File: src/rtl/prng_pkg.sv
// Shared constants, mode encoding and the Fibonacci LFSR step used by the
// dual-LFSR byte generator.
package prng_pkg;

    localparam int unsigned LFSR_MAX_W    = 64;
    localparam logic [15:0] DEF_DATA_TAPS = 16'hD008;
    localparam logic [7:0]  DEF_CTRL_TAPS = 8'hB8;
    localparam logic [15:0] DEF_DATA_SEED = 16'hACE1;
    localparam logic [7:0]  DEF_CTRL_SEED = 8'h5A;
    localparam int unsigned DEF_DIV       = 10_000_000;
    localparam int unsigned DEF_CTRL_DIV  = 1;

    typedef enum logic {
        MODE_FREE = 1'b0,
        MODE_BP   = 1'b1
    } prng_mode_e;

    // One Fibonacci step of a w-bit register held in the low bits of state.
    function automatic logic [LFSR_MAX_W-1:0] lfsr_next(
        input logic [LFSR_MAX_W-1:0] state,
        input logic [LFSR_MAX_W-1:0] taps,
        input int unsigned           w
    );
        logic [LFSR_MAX_W-1:0] mask;
        logic                  fb;
        mask = (LFSR_MAX_W'(1) << w) - LFSR_MAX_W'(1);
        fb   = ^(state & taps & mask);
        return ((state << 1) | LFSR_MAX_W'(fb)) & mask;
    endfunction

endpackage

File: src/rtl/prng_tick_gen.sv
// Step-tick prescaler: one tick per DIV enabled cycles, freezes when disabled,
// restarts from zero on clear.
module prng_tick_gen #(
    parameter int unsigned DIV = 1
) (
    input  logic clk,
    input  logic reset,
    input  logic i_en,
    input  logic i_clr,
    output logic o_tick_c
);

    localparam int unsigned    CNT_W = (DIV > 1) ? $clog2(DIV) : 1;
    localparam logic [CNT_W-1:0] LAST = CNT_W'(DIV - 1);

    logic [CNT_W-1:0] r_cnt;
    logic             w_wrap;

    assign w_wrap   = (r_cnt == LAST);
    assign o_tick_c = i_en && w_wrap;

    always_ff @(posedge clk) begin
        if (reset || i_clr) begin
            r_cnt <= '0;
        end else if (i_en) begin
            r_cnt <= w_wrap ? '0 : r_cnt + CNT_W'(1);
        end
    end

endmodule

File: src/rtl/prng_dual_lfsr.sv
// Pseudo-random sample generator: a data LFSR supplies bit pairs, a slower
// control LFSR selects one bit of each pair; valid/ready output with overrun flag.
module prng_dual_lfsr
    import prng_pkg::*;
#(
    parameter int unsigned        OUT_W     = 8,
    parameter int unsigned        DATA_W    = 16,
    parameter logic [DATA_W-1:0]  DATA_TAPS = DATA_W'(DEF_DATA_TAPS),
    parameter logic [OUT_W-1:0]   CTRL_TAPS = OUT_W'(DEF_CTRL_TAPS),
    parameter logic [DATA_W-1:0]  DATA_SEED = DATA_W'(DEF_DATA_SEED),
    parameter logic [OUT_W-1:0]   CTRL_SEED = OUT_W'(DEF_CTRL_SEED),
    parameter int unsigned        DIV       = DEF_DIV,
    parameter int unsigned        CTRL_DIV  = DEF_CTRL_DIV
) (
    input  logic              clk,
    input  logic              reset,
    input  logic              en,
    input  logic              mode,
    input  logic              seed_load,
    input  logic [DATA_W-1:0] seed_data,
    output logic [OUT_W-1:0]  out_data,
    output logic              out_valid,
    input  logic              out_ready,
    output logic              overrun
);

    localparam int unsigned      CCNT_W    = (CTRL_DIV > 1) ? $clog2(CTRL_DIV) : 1;
    localparam logic [CCNT_W-1:0] CCNT_LAST = CCNT_W'(CTRL_DIV - 1);

    logic [DATA_W-1:0] r_data;
    logic [OUT_W-1:0]  r_ctrl;
    logic [CCNT_W-1:0] r_ctrl_cnt;
    logic [OUT_W-1:0]  r_out_data;
    logic              r_valid;
    logic              r_overrun;

    logic              w_tick;
    logic              w_stall;
    logic              w_step;
    logic              w_ctrl_wrap;
    logic [DATA_W-1:0] w_data_step;
    logic [OUT_W-1:0]  w_ctrl_step;
    logic [OUT_W-1:0]  w_ctrl_next;
    logic [OUT_W-1:0]  w_map;

    prng_tick_gen #(
        .DIV (DIV)
    ) u_tick (
        .clk      (clk),
        .reset    (reset),
        .i_en     (en),
        .i_clr    (seed_load),
        .o_tick_c (w_tick)
    );

    // A backpressure stall drops the tick rather than deferring it.
    assign w_stall     = (mode == MODE_BP) && r_valid && !out_ready;
    assign w_step      = w_tick && !w_stall;
    assign w_ctrl_wrap = (r_ctrl_cnt == CCNT_LAST);

    // Next states; the zero guard keeps the registers out of lock-up for any tap mask.
    always_comb begin
        w_data_step = DATA_W'(lfsr_next(LFSR_MAX_W'(r_data), LFSR_MAX_W'(DATA_TAPS), DATA_W));
        w_ctrl_step = OUT_W'(lfsr_next(LFSR_MAX_W'(r_ctrl), LFSR_MAX_W'(CTRL_TAPS), OUT_W));
        if (w_data_step == '0) begin
            w_data_step = DATA_SEED;
        end
        if (w_ctrl_step == '0) begin
            w_ctrl_step = CTRL_SEED;
        end
        w_ctrl_next = w_ctrl_wrap ? w_ctrl_step : r_ctrl;
    end

    // Sample bit i picks one bit of data pair i under control bit i, post-step.
    always_comb begin
        w_map = '0;
        for (int i = 0; i < int'(OUT_W); i++) begin
            w_map[i] = w_ctrl_next[i] ? w_data_step[2*i+1] : w_data_step[2*i];
        end
    end

    always_ff @(posedge clk) begin
        if (reset) begin
            r_data     <= DATA_SEED;
            r_ctrl     <= CTRL_SEED;
            r_ctrl_cnt <= '0;
            r_out_data <= '0;
            r_valid    <= 1'b0;
            r_overrun  <= 1'b0;
        end else if (seed_load) begin
            r_data     <= (seed_data == '0) ? DATA_SEED : seed_data;
            r_ctrl     <= (seed_data[OUT_W-1:0] == '0) ? CTRL_SEED : seed_data[OUT_W-1:0];
            r_ctrl_cnt <= '0;
            r_valid    <= 1'b0;
            r_overrun  <= 1'b0;
        end else if (w_step) begin
            r_data     <= w_data_step;
            r_ctrl     <= w_ctrl_next;
            r_ctrl_cnt <= w_ctrl_wrap ? '0 : r_ctrl_cnt + CCNT_W'(1);
            r_out_data <= w_map;
            r_valid    <= 1'b1;
            if (r_valid && !out_ready) begin
                r_overrun <= 1'b1;
            end
        end else if (r_valid && out_ready) begin
            r_valid <= 1'b0;
        end
    end

    assign out_data  = r_out_data;
    assign out_valid = r_valid;
    assign overrun   = r_overrun;

endmodule
File: config.mk
export PLATFORM = sky130hd
export DESIGN_NAME = prng_dual_lfsr
export DESIGN_NICKNAME = d
export VERILOG_FILES = /design/src/rtl/prng_pkg.sv /design/src/rtl/prng_tick_gen.sv /design/src/rtl/prng_dual_lfsr.sv
export SDC_FILE = /design/constraint.sdc
export NUM_CORES = 1
export LEC_CHECK = 0
export ABC_CLOCK_PERIOD_IN_PS = 2570
export CAP_MARGIN = 10
export CORE_MARGIN = 3
export CORE_UTILIZATION = 56
export CTS_CLUSTER_SIZE = 30
export DETAILED_ROUTE_END_ITERATION = 12
export PLACE_DENSITY = 0.86
export SETUP_SLACK_MARGIN = 0.2
export SYNTH_ARGS = -nofsm -noshare
export SYNTH_HDL_FRONTEND = slang
export SYNTH_SLANG_ARGS = --single-unit
File: constraint.sdc
create_clock -name clk -period 2.57 [get_ports clk]
set_clock_uncertainty 0.1 [all_clocks]
set_input_delay 0.3855 -clock clk [delete_from_list [all_inputs] [get_ports clk]]
set_output_delay 0.3855 -clock clk [all_outputs]
set_load 0.01 [all_outputs]
==> flow_metrics.py <==
metrics = {
    "flow_run": {
        "max_cap_violations": 0,
    },
    "timing": {
        "drv_slew": 0,
        "rsz0062_at_grt": "no",
        "hold_ws_ns": 0.362,
        "relSlewSlack": 0.590,
        "fin_crit_sh": 0.907,
        "worst_pin_slew_ns": 0.616,
        "postLayoutSetupSlackWorst_ns": 0.239,
        "setup_viol": 0,
        "finalWorstPathRequiredPeriod_ns": 2.33,
        "finalHoldViolCount": 0,
        "max_freq_mhz": 429,
    },
    "place": {
        "io_buffers": 31,
        "gp_congestion": 0.898,
        "dpl.hpwl_um": 5350,
        "dp_slack_ns": -0.0153,
        "dpl.cell_count": 430,
    },
    "critical_path": {
        "r2r-start": "u_tick.r_cnt[0]$_SDFFE_PP0P_",
        "rrSetupSlack_ns": 0.24,
        "start_kind": "register",
        "worstSetupStartpoint": "u_tick.r_cnt[0]$_SDFFE_PP0P_",
        "slowest_delay_ns": 0.55,
        "cp-end-kind": "register",
        "r2r_cells": 8,
        "critPathRequiredTime_ns": 2.71,
        "worst_ep_arrival_time_ns": 2.47,
        "crit_path_end": "r_data[4]$_SDFFE_PP0P_",
        "path_buf_inv": 2,
        "cp_max_fo": 14,
        "cp_cell_sequence": "ha_1 > nand3_2 > or4_4 > buf_4 > nor2_8 > buf_12 > nand2_1 > a311oi_1",
        "path_class": "register to register",
        "slowest_stage": "or4_4",
        "cp_top_family": "simple AND/OR/NAND/NOR gates",
        "r2r-end": "r_data[4]$_SDFFE_PP0P_",
        "cp.depth": 8,
    },
    "synthesis": {
        "synth_area_mm2": 0.00283,
        "avgSynthCellArea_um2": 8.58,
        "ys_ff_latch": 58,
        "synth-edff-count": 0,
        "synth_cells": 330,
        "syn_nets": 353,
        "ys_warn_count": 0,
        "synth_async_sr_flop_share": 0,
        "yosys-top-cells-area": "dfxtp_1 41%, nor2_1 6.8%, nand2_1 6.1%, xor2_1 5.6%, a311oi_1 3.4%",
        "yosysUniqueCellTypes": 51,
        "synth_top_area_frac": 0.410,
        "post-synth-top-area-cell": "dfxtp_1",
        "synth_ff_type": "dfxtp_1",
        "ys_seq_area_frac": 0.410,
    },
    "die": {
        "die-area_mm2": 0.00595,
        "start_util": 0.588,
        "num_rows": 25,
        "die_width_um": 77.1,
        "fp.coreArea_mm2": 0.00482,
        "die_h_um": 77.1,
        "boundaryPins": 32,
    },
    "final_layout": {
        "nNetsFinal": 397,
        "final_cells": 446,
        "area_growth_pct": 25.9,
        "diodes": 0,
        "multi_input_area_mm2": 0.00158,
        "utilization": 0.740,
        "layout_commonest_cell": "dfxtp_1",
        "drive_gt1_frac": 0.124,
        "fill_cells": 355,
        "final_cell_mix": "58 x dfxtp_1, 51 x nor2_1, 46 x nand2_1",
        "seqCellArea_mm2": 0.00116,
    },
    "pwr": {
        "seq_power_share": 0.457,
        "switchingPower_mw": 0.520,
        "power_density_mw_per_mm2": 590,
        "p_int_mw": 1.59,
        "p_leak_nw": 1.27,
        "swShare": 0.247,
        "total_power_mw": 2.11,
        "ir_worst_vdd_v": 0.000395,
        "combPwrFrac": 0.086,
        "p_clk_frac": 0.458,
    },
    "clock_network": {
        "cts.hold.buffers_added": 0,
        "ctsLongestPathBuffers": 2,
        "clkLatencyLatePin_ns": 0.35,
        "numCtsBuffers": 9,
        "cts_tree": "built",
        "cts.sinks": 58,
        "clkSlewWorstSetupHoldPaths_ns": 0.07,
        "h-tree-depth": 3,
        "cts_root_buf": "clkbuf_8",
    },
    "global_route": {
        "grt_max_degree": 25,
        "grt_first_pass_wirelength_um": 12600,
        "gr-total-overflow": 0,
        "grt.total_usage": 0.265,
        "grt_pass1_vias": 2688,
        "antenna_found_initial": 0,
    },
    "detailed_routing": {
        "vias": 2762,
        "ant_nets": 0,
        "drc": 0,
        "first_pass_iters": 5,
        "postRouteWirelength_um": 7640,
        "wire_per_inst_um": 17.1,
        "drt_iter0_markers": 448,
        "avgViaCountPerCell": 6.19,
    },
    "outcome": {
        "outcome": "finished, final reports clean",
    },
    "min_path": {
        "hold_class": "register to register",
    },
}
[synthesized netlist by cell type (all sizes together), types with 2 or more instances]
cell type   n
o311ai      5
nand4b      2
and2        2
dfxtp      58
clkbuf      8
and3        3
o22ai       5
or4         2
inv         5
a311oi     11
xor2       18
nor3       13
buf         7
xnor2      10
nand2      46
a211oi      4
or3         3
o2111ai     2
and4        3
a21oi       3
nor4        8
o21ai       5
nor2       52
mux2i       9
nand4       9
nand2b      8
o211ai      7
nand3      10
[worst min path at each step]
| stage | cells after the start | endpoint | start | slack, ns |
|---|---|---|---|---|
| 2_1_floorplan | 2 | r_ctrl[2]$_SDFFE_PP0P_ | r_ctrl[2]$_SDFFE_PP0P_ | 0.37 |
| 3_3_place_gp | 2 | out_data[0]$_SDFFE_PP0P_ | out_data[0]$_SDFFE_PP0P_ | 0.33 |
| 3_5_place_dp | 2 | out_data[0]$_SDFFE_PP0P_ | out_data[0]$_SDFFE_PP0P_ | 0.36 |
| 4_1_cts | 2 | out_data[0]$_SDFFE_PP0P_ | out_data[0]$_SDFFE_PP0P_ | 0.37 |
| 5_1_grt | 2 | out_data[2]$_SDFFE_PP0P_ | out_data[2]$_SDFFE_PP0P_ | 0.40 |
| 6_report | 2 | out_data[0]$_SDFFE_PP0P_ | out_data[0]$_SDFFE_PP0P_ | 0.36 |
[what timing repair did]
item / 4_1_cts / 5_1_grt
endpoints found under the setup margin: 0 / 4
buffers inserted: 0 / 0
resized for setup: 0 / 2
[cell type report]
| type | count | share of cell area |
|---|---|---|
| multi-input combinational | 252 | 0.442 |
| sequential | 58 | 0.326 |
| timing repair buffer | 48 | 0.140 |
| clock buffer | 10 | 0.0386 |
| clock inverter | 6 | 0.0249 |
| tap | 67 | 0.0235 |
| inverter | 5 | 0.00526 |
[worst register-to-register path: cells and delay by family, from the launching register on]
family | cells | cell delay (ns)
buffers and inverters | 2 | 0.33
and+or+nand+nor | 4 | 0.86
AOI/OAI and AO/OA | 1 | 0.33
adders and majority gates | 1 | 0.22
DFF | 1 | 0.38
[routing by layer]
metal  up-vias  share of wire  GRT usage
met5         -              0          0
met4         0          0.036      0.148
met3        37          0.081     0.0599
met2       144           0.46      0.415
met1      1312           0.43      0.335
li1       1269              -          -
[power by group through the flow]
stage / Clock, mW / Sequential, mW / Combinational, mW
floorplan: 0 / 0.968 / 0.101
global placement: 0 / 0.979 / 0.168
detailed placement: 0 / 0.980 / 0.174
CTS: 0.971 / 0.959 / 0.176
global route: 1.01 / 0.964 / 0.196
finish: 0.963 / 0.962 / 0.181
[cell families (layout without fill, tap and decap cells)]
group	Yosys count	count (layout)	share of synthesized area
simple gates	167	167	0.301
flops	58	58	0.410
compound gates	46	46	0.125
xor+xnor	28	28	0.0866
buf+inv	20	69	0.0371
mux	10	10	0.0358
fa+ha+maj	1	1	0.00442
[registers in the layout, indices dropped and copies added (netlist names)]
signal	count
overrun	1
out_valid	1
out_data	8
u_tick.r_cnt	24
r_ctrl	8
r_data	16
[metrics by stage]
step / TNS [ns] / cell area, µm²
6_report: 0 / 3570
5_1_grt: 0 / 3570
4_1_cts: 0 / 3560
3_5_place_dp: -0.0380 / 3330
3_3_place_gp: 0 / 3330
2_1_floorplan: 0 / 2830
Power figures use the tool's default switching activity.
